File: config.mk
export PLATFORM = sky130hd
export DESIGN_NAME = sipo_collector_flat
export DESIGN_NICKNAME = d
export VERILOG_FILES = /design/src/rtl/sipo_collector_pkg.sv /design/src/rtl/sipo_collector_if.sv /design/src/rtl/sipo_shift_reg.sv /design/src/rtl/sipo_collector.sv /design/src/flat_wrapper.sv
export SDC_FILE = /design/constraint.sdc
export NUM_CORES = 1
export LEC_CHECK = 0
export ABC_AREA = 1
export ABC_CLOCK_PERIOD_IN_PS = 2100
export CORE_MARGIN = 2
export CORE_UTILIZATION = 52
export DETAILED_ROUTE_END_ITERATION = 16
export HOLD_SLACK_MARGIN = 0.02
export PLACE_DENSITY_LB_ADDON = 0.08
export REMOVE_ABC_BUFFERS = 1
export SYNTH_ARGS = -nofsm -noshare
export SYNTH_HDL_FRONTEND = slang
export SYNTH_SLANG_ARGS = --single-unit
File: constraint.sdc
create_clock -name clk -period 2.1 [get_ports clk]
set_clock_uncertainty 0.2 [all_clocks]
set_input_delay 0.42 -clock clk [delete_from_list [all_inputs] [get_ports clk]]
set_output_delay 0.42 -clock clk [all_outputs]
set_load 0.03 [all_outputs]
File: src/rtl/sipo_collector_pkg.sv
// rtl/sipo_collector_pkg.sv - shared constants for the sipo/piso serial stages
package sipo_collector_pkg;

  // Default serial word width shared with the upstream piso stage
  localparam int SIPO_WIDTH = 4;

  // Collector state encoding, kept numerically stable for the piso stage
  localparam logic [1:0] ST_IDLE    = 2'd0;
  localparam logic [1:0] ST_COLLECT = 2'd1;
  localparam logic [1:0] ST_HOLD    = 2'd2;

  function automatic logic state_busy(input logic [1:0] state);
    return state != ST_IDLE;
  endfunction

endpackage

File: src/rtl/sipo_collector_if.sv
// rtl/sipo_collector_if.sv - serial input and parallel output handshake bundle
interface sipo_collector_if
  import sipo_collector_pkg::*;
#(
  parameter int WIDTH = SIPO_WIDTH
);

  logic             serial_in;
  logic             shift_en;
  logic             frame_start;
  logic             out_ready;
  logic [WIDTH-1:0] out_data;
  logic             out_valid;
  logic             busy;
  logic             overrun;

  modport slave (
    input  serial_in,
    input  shift_en,
    input  frame_start,
    input  out_ready,
    output out_data,
    output out_valid,
    output busy,
    output overrun
  );

  modport master (
    output serial_in,
    output shift_en,
    output frame_start,
    output out_ready,
    input  out_data,
    input  out_valid,
    input  busy,
    input  overrun
  );

endinterface

File: src/rtl/sipo_shift_reg.sv
// rtl/sipo_shift_reg.sv - bit-placing shift register with saturating bit counter
module sipo_shift_reg
  import sipo_collector_pkg::*;
#(
  parameter int WIDTH     = SIPO_WIDTH,
  parameter bit MSB_FIRST = 1'b1
) (
  input  logic             clk,
  input  logic             rst,
  input  logic             clear,
  input  logic             shift,
  input  logic             bit_in,
  output logic [WIDTH-1:0] word,
  output logic [WIDTH-1:0] next_word,
  output logic             complete
);

  localparam int CW = $clog2(WIDTH + 1);
  localparam logic [CW-1:0] FULL = CW'(WIDTH);

  logic [CW-1:0]    count;
  logic [CW-1:0]    next_count;
  logic [CW-1:0]    base_count;
  logic [WIDTH-1:0] base_word;

  // A clear in the same cycle as a shift makes the incoming bit bit 0 of a fresh frame
  always_comb begin
    base_word  = clear ? '0 : word;
    base_count = clear ? '0 : count;
    next_word  = base_word;
    next_count = base_count;
    complete   = 1'b0;
    if (shift && (base_count < FULL)) begin
      for (int k = 0; k < WIDTH; k++) begin
        if (base_count == CW'(k)) begin
          if (MSB_FIRST) begin
            next_word[WIDTH-1-k] = bit_in;
          end else begin
            next_word[k] = bit_in;
          end
        end
      end
      next_count = base_count + 1'b1;
      complete   = (next_count == FULL);
    end
  end

  always_ff @(posedge clk) begin
    if (rst) begin
      word  <= '0;
      count <= '0;
    end else if (clear || shift) begin
      word  <= next_word;
      count <= next_count;
    end
  end

endmodule

File: src/rtl/sipo_collector.sv
// rtl/sipo_collector.sv - serial-to-parallel word collector with one-deep output slot
module sipo_collector
  import sipo_collector_pkg::*;
#(
  parameter int WIDTH     = SIPO_WIDTH,
  parameter bit MSB_FIRST = 1'b1
) (
  input  logic              clk,
  input  logic              rst,
  sipo_collector_if.slave   bus
);

  logic [1:0]       state;
  logic [1:0]       state_nx;
  logic             sr_clear;
  logic             sr_shift;
  logic [WIDTH-1:0] sr_word;
  logic [WIDTH-1:0] sr_next;
  logic             sr_complete;
  logic [WIDTH-1:0] out_data_q;
  logic             out_valid_q;
  logic             overrun_q;
  logic             slot_free;
  logic             load_new;
  logic             hold_release;

  sipo_shift_reg #(
    .WIDTH     (WIDTH),
    .MSB_FIRST (MSB_FIRST)
  ) u_shift (
    .clk       (clk),
    .rst       (rst),
    .clear     (sr_clear),
    .shift     (sr_shift),
    .bit_in    (bus.serial_in),
    .word      (sr_word),
    .next_word (sr_next),
    .complete  (sr_complete)
  );

  // The shift register only moves while a frame is open; HOLD freezes the completed word
  always_comb begin
    sr_clear = 1'b0;
    sr_shift = 1'b0;
    case (state)
      ST_IDLE: begin
        if (bus.frame_start) begin
          sr_clear = 1'b1;
          sr_shift = bus.shift_en;
        end
      end
      ST_COLLECT: begin
        sr_clear = bus.frame_start;
        sr_shift = bus.shift_en;
      end
      default: ;
    endcase
  end

  assign slot_free    = !out_valid_q || bus.out_ready;
  assign load_new     = sr_complete && slot_free;
  assign hold_release = (state == ST_HOLD) && out_valid_q && bus.out_ready;

  always_comb begin
    state_nx = state;
    case (state)
      ST_IDLE:    if (bus.frame_start) state_nx = ST_COLLECT;
      ST_COLLECT: state_nx = ST_COLLECT;
      ST_HOLD:    if (hold_release) state_nx = ST_IDLE;
      default:    state_nx = ST_IDLE;
    endcase
    if (sr_complete) begin
      state_nx = slot_free ? ST_IDLE : ST_HOLD;
    end
  end

  always_ff @(posedge clk) begin
    if (rst) begin
      state       <= ST_IDLE;
      out_data_q  <= '0;
      out_valid_q <= 1'b0;
      overrun_q   <= 1'b0;
    end else begin
      state <= state_nx;
      if (load_new) begin
        out_data_q <= sr_next;
      end else if (hold_release) begin
        out_data_q <= sr_word;
      end
      if (load_new || hold_release) begin
        out_valid_q <= 1'b1;
      end else if (out_valid_q && bus.out_ready) begin
        out_valid_q <= 1'b0;
      end
      // Any serial activity while a word is parked has nowhere to go
      if ((state == ST_HOLD) && (bus.shift_en || bus.frame_start)) begin
        overrun_q <= 1'b1;
      end
    end
  end

  assign bus.out_data  = out_data_q;
  assign bus.out_valid = out_valid_q;
  assign bus.busy      = state_busy(state);
  assign bus.overrun   = overrun_q;

endmodule

File: src/flat_wrapper.sv
// flat-port wrapper written by rule: the top's interface ports become plain ports
module sipo_collector_flat import sipo_collector_pkg::*;
#(
  parameter int WIDTH     = SIPO_WIDTH,
  parameter bit MSB_FIRST = 1'b1
)
  (clk, rst, bus_serial_in, bus_shift_en, bus_frame_start, bus_out_ready, bus_out_data, bus_out_valid, bus_busy, bus_overrun);
  sipo_collector_if #(.WIDTH(WIDTH)) bus_i ();
  input  logic clk;
  input  logic rst;
  input wire logic [$bits(bus_i.serial_in)-1:0] bus_serial_in;
  input wire logic [$bits(bus_i.shift_en)-1:0] bus_shift_en;
  input wire logic [$bits(bus_i.frame_start)-1:0] bus_frame_start;
  input wire logic [$bits(bus_i.out_ready)-1:0] bus_out_ready;
  output wire logic [$bits(bus_i.out_data)-1:0] bus_out_data;
  output wire logic [$bits(bus_i.out_valid)-1:0] bus_out_valid;
  output wire logic [$bits(bus_i.busy)-1:0] bus_busy;
  output wire logic [$bits(bus_i.overrun)-1:0] bus_overrun;
  assign bus_i.serial_in = bus_serial_in;
  assign bus_i.shift_en = bus_shift_en;
  assign bus_i.frame_start = bus_frame_start;
  assign bus_i.out_ready = bus_out_ready;
  assign bus_out_data = bus_i.out_data;
  assign bus_out_valid = bus_i.out_valid;
  assign bus_busy = bus_i.busy;
  assign bus_overrun = bus_i.overrun;
  sipo_collector #(.WIDTH(WIDTH), .MSB_FIRST(MSB_FIRST)) u_core (.clk(clk), .rst(rst), .bus(bus_i));
endmodule
Word-level counts from Yosys, hierarchy flattened
Cells that the tools add are included.
- magnitude comparators: 1
- add/sub/neg operators: 1
- muxes and demuxes: 22
- equal/unequal tests: 8
- reductions and logical operators: 17
- operators with widths (kind ; count):
    2-to-1 mux 4 bit ; 4
    2-to-1 mux 2 bit ; 5
    2-to-1 mux 1 bit ; 8
    == test 3 x 2 -> 1 bit (second input constant) ; 2
    logical AND 1 bit ; 6
    2-to-1 mux 3 bit ; 2
    case mux 2 bit (3 select lines) ; 1
    nonzero test 2 bit ; 3
    logical OR 1 bit ; 4
    case mux 1 bit (2 select lines) ; 2
    adder 3 x 1 -> 3 bit (second input constant) ; 1
    == test 3 x 1 -> 1 bit (second input constant) ; 1
    == test 3 bit (second input constant) ; 1
    logical NOT 3 bit ; 1
    < comparator 3 bit (second input constant) ; 1
    inequality test 3 x 1 -> 1 bit (second input constant) ; 1
    inequality test 3 x 2 -> 1 bit (second input constant) ; 1
    == test 2 x 1 -> 1 bit (second input constant) ; 1
    == test 2 bit (second input constant) ; 1
    logical NOT 2 bit ; 1
    AND reduction 2 bit ; 1
    logical NOT 1 bit ; 1
- input bits: 6
- bits in registers: 15
- word-level logic and storage cells: 55
- output and inout bits: 7

Logic depth before layout (Yosys ltp)
- depth in word-level cells: 9
- mapped depth: 10
- depth with buffers taken out: 10

Hierarchy
From an unflattened synthesis, not the netlist that was laid out.
- cell total of the unflattened synthesis: 129
- area total of the unflattened synthesis: 857.1 um^2
- modules (own cells, without submodules) (module ; cells an instance ; times used ; sequential area each (um^2) ; area an instance (um^2)):
    sipo_collector ; 67 ; 1 ; 160.2 ; 431.7
    sipo_shift_reg ; 62 ; 1 ; 140.1 ; 425.4

Worst setup path before layout
No wires, ideal clock.
- kind: input-to-reg
- from: in bus_frame_start
- to: reg u_core.out_data_q[3] (netlist: u_core.bus.out_data[3])
- buffers on the path: 0
- cell stages on the path: 9
- setup slack: 426 ps
- arrival: 1365 ps
- data required time: 1791 ps
- setup time: 109 ps
- cell sequence: nand2_4 nand2_1 nor2_1 ha_1 nand3_4 nor2_8 nand3_1 nand2_1 inv_1
- longest elaborated chain between the ends: 8
- elaborated cells on any way between the ends: 17
- classes of those cells: add/sub: 1; order compare: 1; eq/ne: 1; mux: 10; reduce/logical: 4
- ends and longest elaborated chain (what ; line ; text):
    start, declared ; flat_wrapper.sv:13 ; input wire logic [$bits(bus_i.frame_start)-1:0] bus_frame_start;
    2-to-1 mux 1 bit ; sipo_collector.sv:47 ; if (bus.frame_start) begin
    case mux 1 bit (2 select lines) ; sipo_collector.sv:45 ; case (state)
    2-to-1 mux 3 bit ; sipo_shift_reg.sv:29 ; base_count = clear ? '0 : count;
    adder 3 x 1 -> 3 bit or < comparator 3 bit (tied branches) ; sipo_shift_reg.sv:43, sipo_shift_reg.sv:33 ;
    == test 3 bit or logical AND 1 bit (tied branches) ; sipo_shift_reg.sv:44, sipo_shift_reg.sv:33 ;
    2-to-1 mux 1 bit ; sipo_shift_reg.sv:33 ; if (shift && (base_count < FULL)) begin
    logical AND 1 bit ; sipo_collector.sv:61 ; assign load_new = sr_complete && slot_free;
    2-to-1 mux 4 bit or nonzero test 2 bit (tied branches) ; -- ;
    end signal, assigned ; sipo_collector.sv:86 ; out_data_q <= sr_next;
    end signal, assigned ; sipo_collector.sv:88 ; out_data_q <= sr_word;
    end, declared ; sipo_collector.sv:20 ; logic [WIDTH-1:0] out_data_q;
Parallel ways exist; a longest one is shown, timed or not.
A chain may end at the register's enable or synchronous reset.

Worst setup path after layout
- from: reg u_core.out_valid_q (netlist: u_core.bus.out_valid)
- to: out bus_out_valid
- RTL lines (what ; line ; text):
    start, declared ; sipo_collector.sv:21 ; logic out_valid_q;
    start signal, assigned ; sipo_collector.sv:81 ; out_valid_q <= 1'b0;
    start signal, assigned ; sipo_collector.sv:91 ; out_valid_q <= 1'b1;
    start signal, assigned ; sipo_collector.sv:93 ; out_valid_q <= 1'b0;
    end, declared ; flat_wrapper.sv:16 ; output wire logic [$bits(bus_i.out_valid)-1:0] bus_out_valid;
No word-level cell between the ends.

==> metrics.txt <==
status=finished clean; Post-Route WL=1781 um; Hold-fix buffers, CTS=0; Largest stage delay, worst path=between 0.6 and 0.7 ns; Final #Nets=150; CP required=1.48 ns; TritonCTS clock tree=yes; Overflow after GRT=0; fillers=150; IO buf count=12; Area Growth Syn to Fin=23.96%; Worst-Skew Late Latency=0.29 ns; final setup fails=0; Buf+Inv Stages, Crit Path=1; largest net degree at the start of global routing=11; worst slew pin tran=0.3038 ns; final max-slew violation count=0; ys async rst share=0%; Final Critical Period=roughly 2 ns; Lkg Pwr=0.0004903 uW; Mapped Cells=119; final weighted congestion in routability-driven placement=between 0.8 and 0.9; most frequent cells after synthesis=22 x inv_1, 18 x nand2_1, 15 x dfxtp_1, 14 x nor2_1, 7 x nand3_1; fraction of layout cells with a size suffix above 1=23.40%; Hold WC Path Type=register to register; Top delay family on crit path=buffers and inverters; Arr. time, crit path=1.33 ns; DIE WIDTH=45.68 um; Core Footprint=1670 um2; MaxCap Viol Count=0; Vias=796; Tcrit/Tclk final=92.92%; drt pass-1 iters=4; Max clock buf depth=2; post-DP HPWL=around 1400 um; final hold vios=0; Distinct cells, synth=26; CP Capture Type=output pin; Pwr Total=between 500 and 600 uW; largest area contributor in the netlist=dfxtp_1; most numerous cell in the Yosys netlist=inv_1; first-pass GRT wire length=just over 3000 um; die footprint=2087 um2; Avg Inst Size Synth=between 7 and 8 um2; RSZ-0062 raised after global routing=false; Main synth FF type=dfxtp_1; Crit-path slowest cell=clkdlybuf4s50_1; I/O pins=13; DR DRC count=0; sequential cell area fraction in the yosys report=33.24%; Post-synth EDFFs=0; fmax=0.5125 GHz; Core Util, Final=67.04%; number of vias per cell=5.038; total track usage=21.14%; mapped cell area=903.4 um2; synth top area cells=dfxtp_1 33%, inv_1 9.1%, nand2_1 7.5%; peak supply drop=302.2 uV; Yosys warning total=0; crit path launch type=register; Pwr Density=476.9 nW/um2; crit-path cells=clkdlybuf4s50_1; Slew HR=79.68%; Critical Path Fanout Max=3; Yosys reg bits=15; Routed Antenna Nets=0; Sink Count=15; initial core utilization=54.08%; Rows=15; Reg clk slew, reported paths=0.09 ns; top-area cell type share of the netlist area=33.24%; antenna cells=0; setup_tns=0 ns; CTS HTree Levels=1; CTS root buffer=clkbuf_4; vias in the first global route=735; Iteration-0 DRC Markers=32; path type of the worst setup path=register to output pin; initial antenna violation count=0; Die Y=45.68 um; WL per Instance=11.27 um; Inserted Clock Buffers=3
tightest hold or removal path, delay by kind of cell (launching register included):
kind            cells  cell delay (ns)
compound gates      1             0.05
flops               1             0.32
buf+inv             1             0.04
state kept, by name, summed over array words and instances, names as in the netlist:
register / count
u_core.bus.out_valid: 1
u_core.state: 2
u_core.bus.overrun: 1
u_core.bus.out_data: 4
u_core.u_shift.word: 4
u_core.u_shift.count: 3
timing repair:
| action | 4_1_cts | 5_1_grt |
|---|---|---|
| endpoints found under the setup margin | 1 | 0 |
| setup buffers | 0 | 0 |
| hold endpoints to repair | 0 | 0 |
| gates resized for setup | 1 | 0 |
per-layer routing:
layer	part of all wire (%)	vias to the layer above	GRT usage [%]
met5	0	-	0
met4	1.2	0	8.824
met3	3.4	4	4.762
met2	51	14	37.46
met1	44	357	23.97
li1	-	421	-
final cells by class:
type | count | area, um2 | area share [%]
Sequential cell | 15 | 300.3 | 26.82
Multi-Input combinational cell | 80 | 513.0 | 45.81
Tap cell | 17 | 21.27 | 1.899
Timing Repair Buffer | 19 | 171.4 | 15.31
Clock inverter | 1 | 5.005 | 0.4469
Clock buffer | 3 | 22.52 | 2.011
Inverter | 23 | 86.33 | 7.710
where the power goes:
group / total (uW) / internal, uW / leakage (uW) / switching [uW]
Combinational: 73.0 / 31.3 / 0.000351 / 41.7
Sequential: 292 / 289 / 0.000121 / 3.33
Clock: 169 / 70.8 / 0.0000177 / 98.2
Total: 534 / 391 / 0.000490 / 143
cell usage in the layout (no fill, tap or decap), drive strengths merged, types with 2 or more instances in the layout:
master,count
clkdlybuf4s50,11
ha,2
buf,7
nand2,24
nor2,20
o21ai,9
nand4,3
inv,23
o21a,2
dfxtp,15
clkbuf,3
nand3,10
a21oi,7
through the flow:
stage,hold slack [ns],cell area (um2),instances,worst slack [ns]
floorplan,0.2679,899.6,118,0.4272
global placement,0.2399,1094,154,-0.06387
detailed placement,0.2430,1094,154,-0.1186
CTS,0.2575,1120,158,0.1305
global route,0.2846,1120,158,0.02541
finish,0.2518,1120,158,0.1487
path summary, 6_finish.rpt:
| check | end | slack [ns] | depth (start not counted) | startpoint |
|---|---|---|---|---|
| worst max register to register | u_core.bus.out_data[2]$_SDFFE_PP0P_ | 0.35 | 9 | u_core.state[1]$_SDFFE_PP0P_ |
| worst max-delay path | bus_out_valid | 0.15 | 1 | u_core.bus.out_valid$_SDFFE_PP0P_ |
| worst min register to register | u_core.bus.overrun$_SDFFE_PP0P_ | 0.25 | 2 | u_core.bus.overrun$_SDFFE_PP0P_ |
| worst min-delay path | u_core.bus.overrun$_SDFFE_PP0P_ | 0.25 | 2 | u_core.bus.overrun$_SDFFE_PP0P_ |
cell families (layout without fill, tap and decap cells):
group | Yosys count | after routing | synth area share, %
compound gates | 21 | 21 | 15.79
fa+ha+maj | 2 | 2 | 2.770
buf+inv | 24 | 46 | 9.972
flops | 15 | 15 | 33.24
simple gates | 57 | 57 | 38.23
Note: power is estimated with default switching activity, not from simulation.
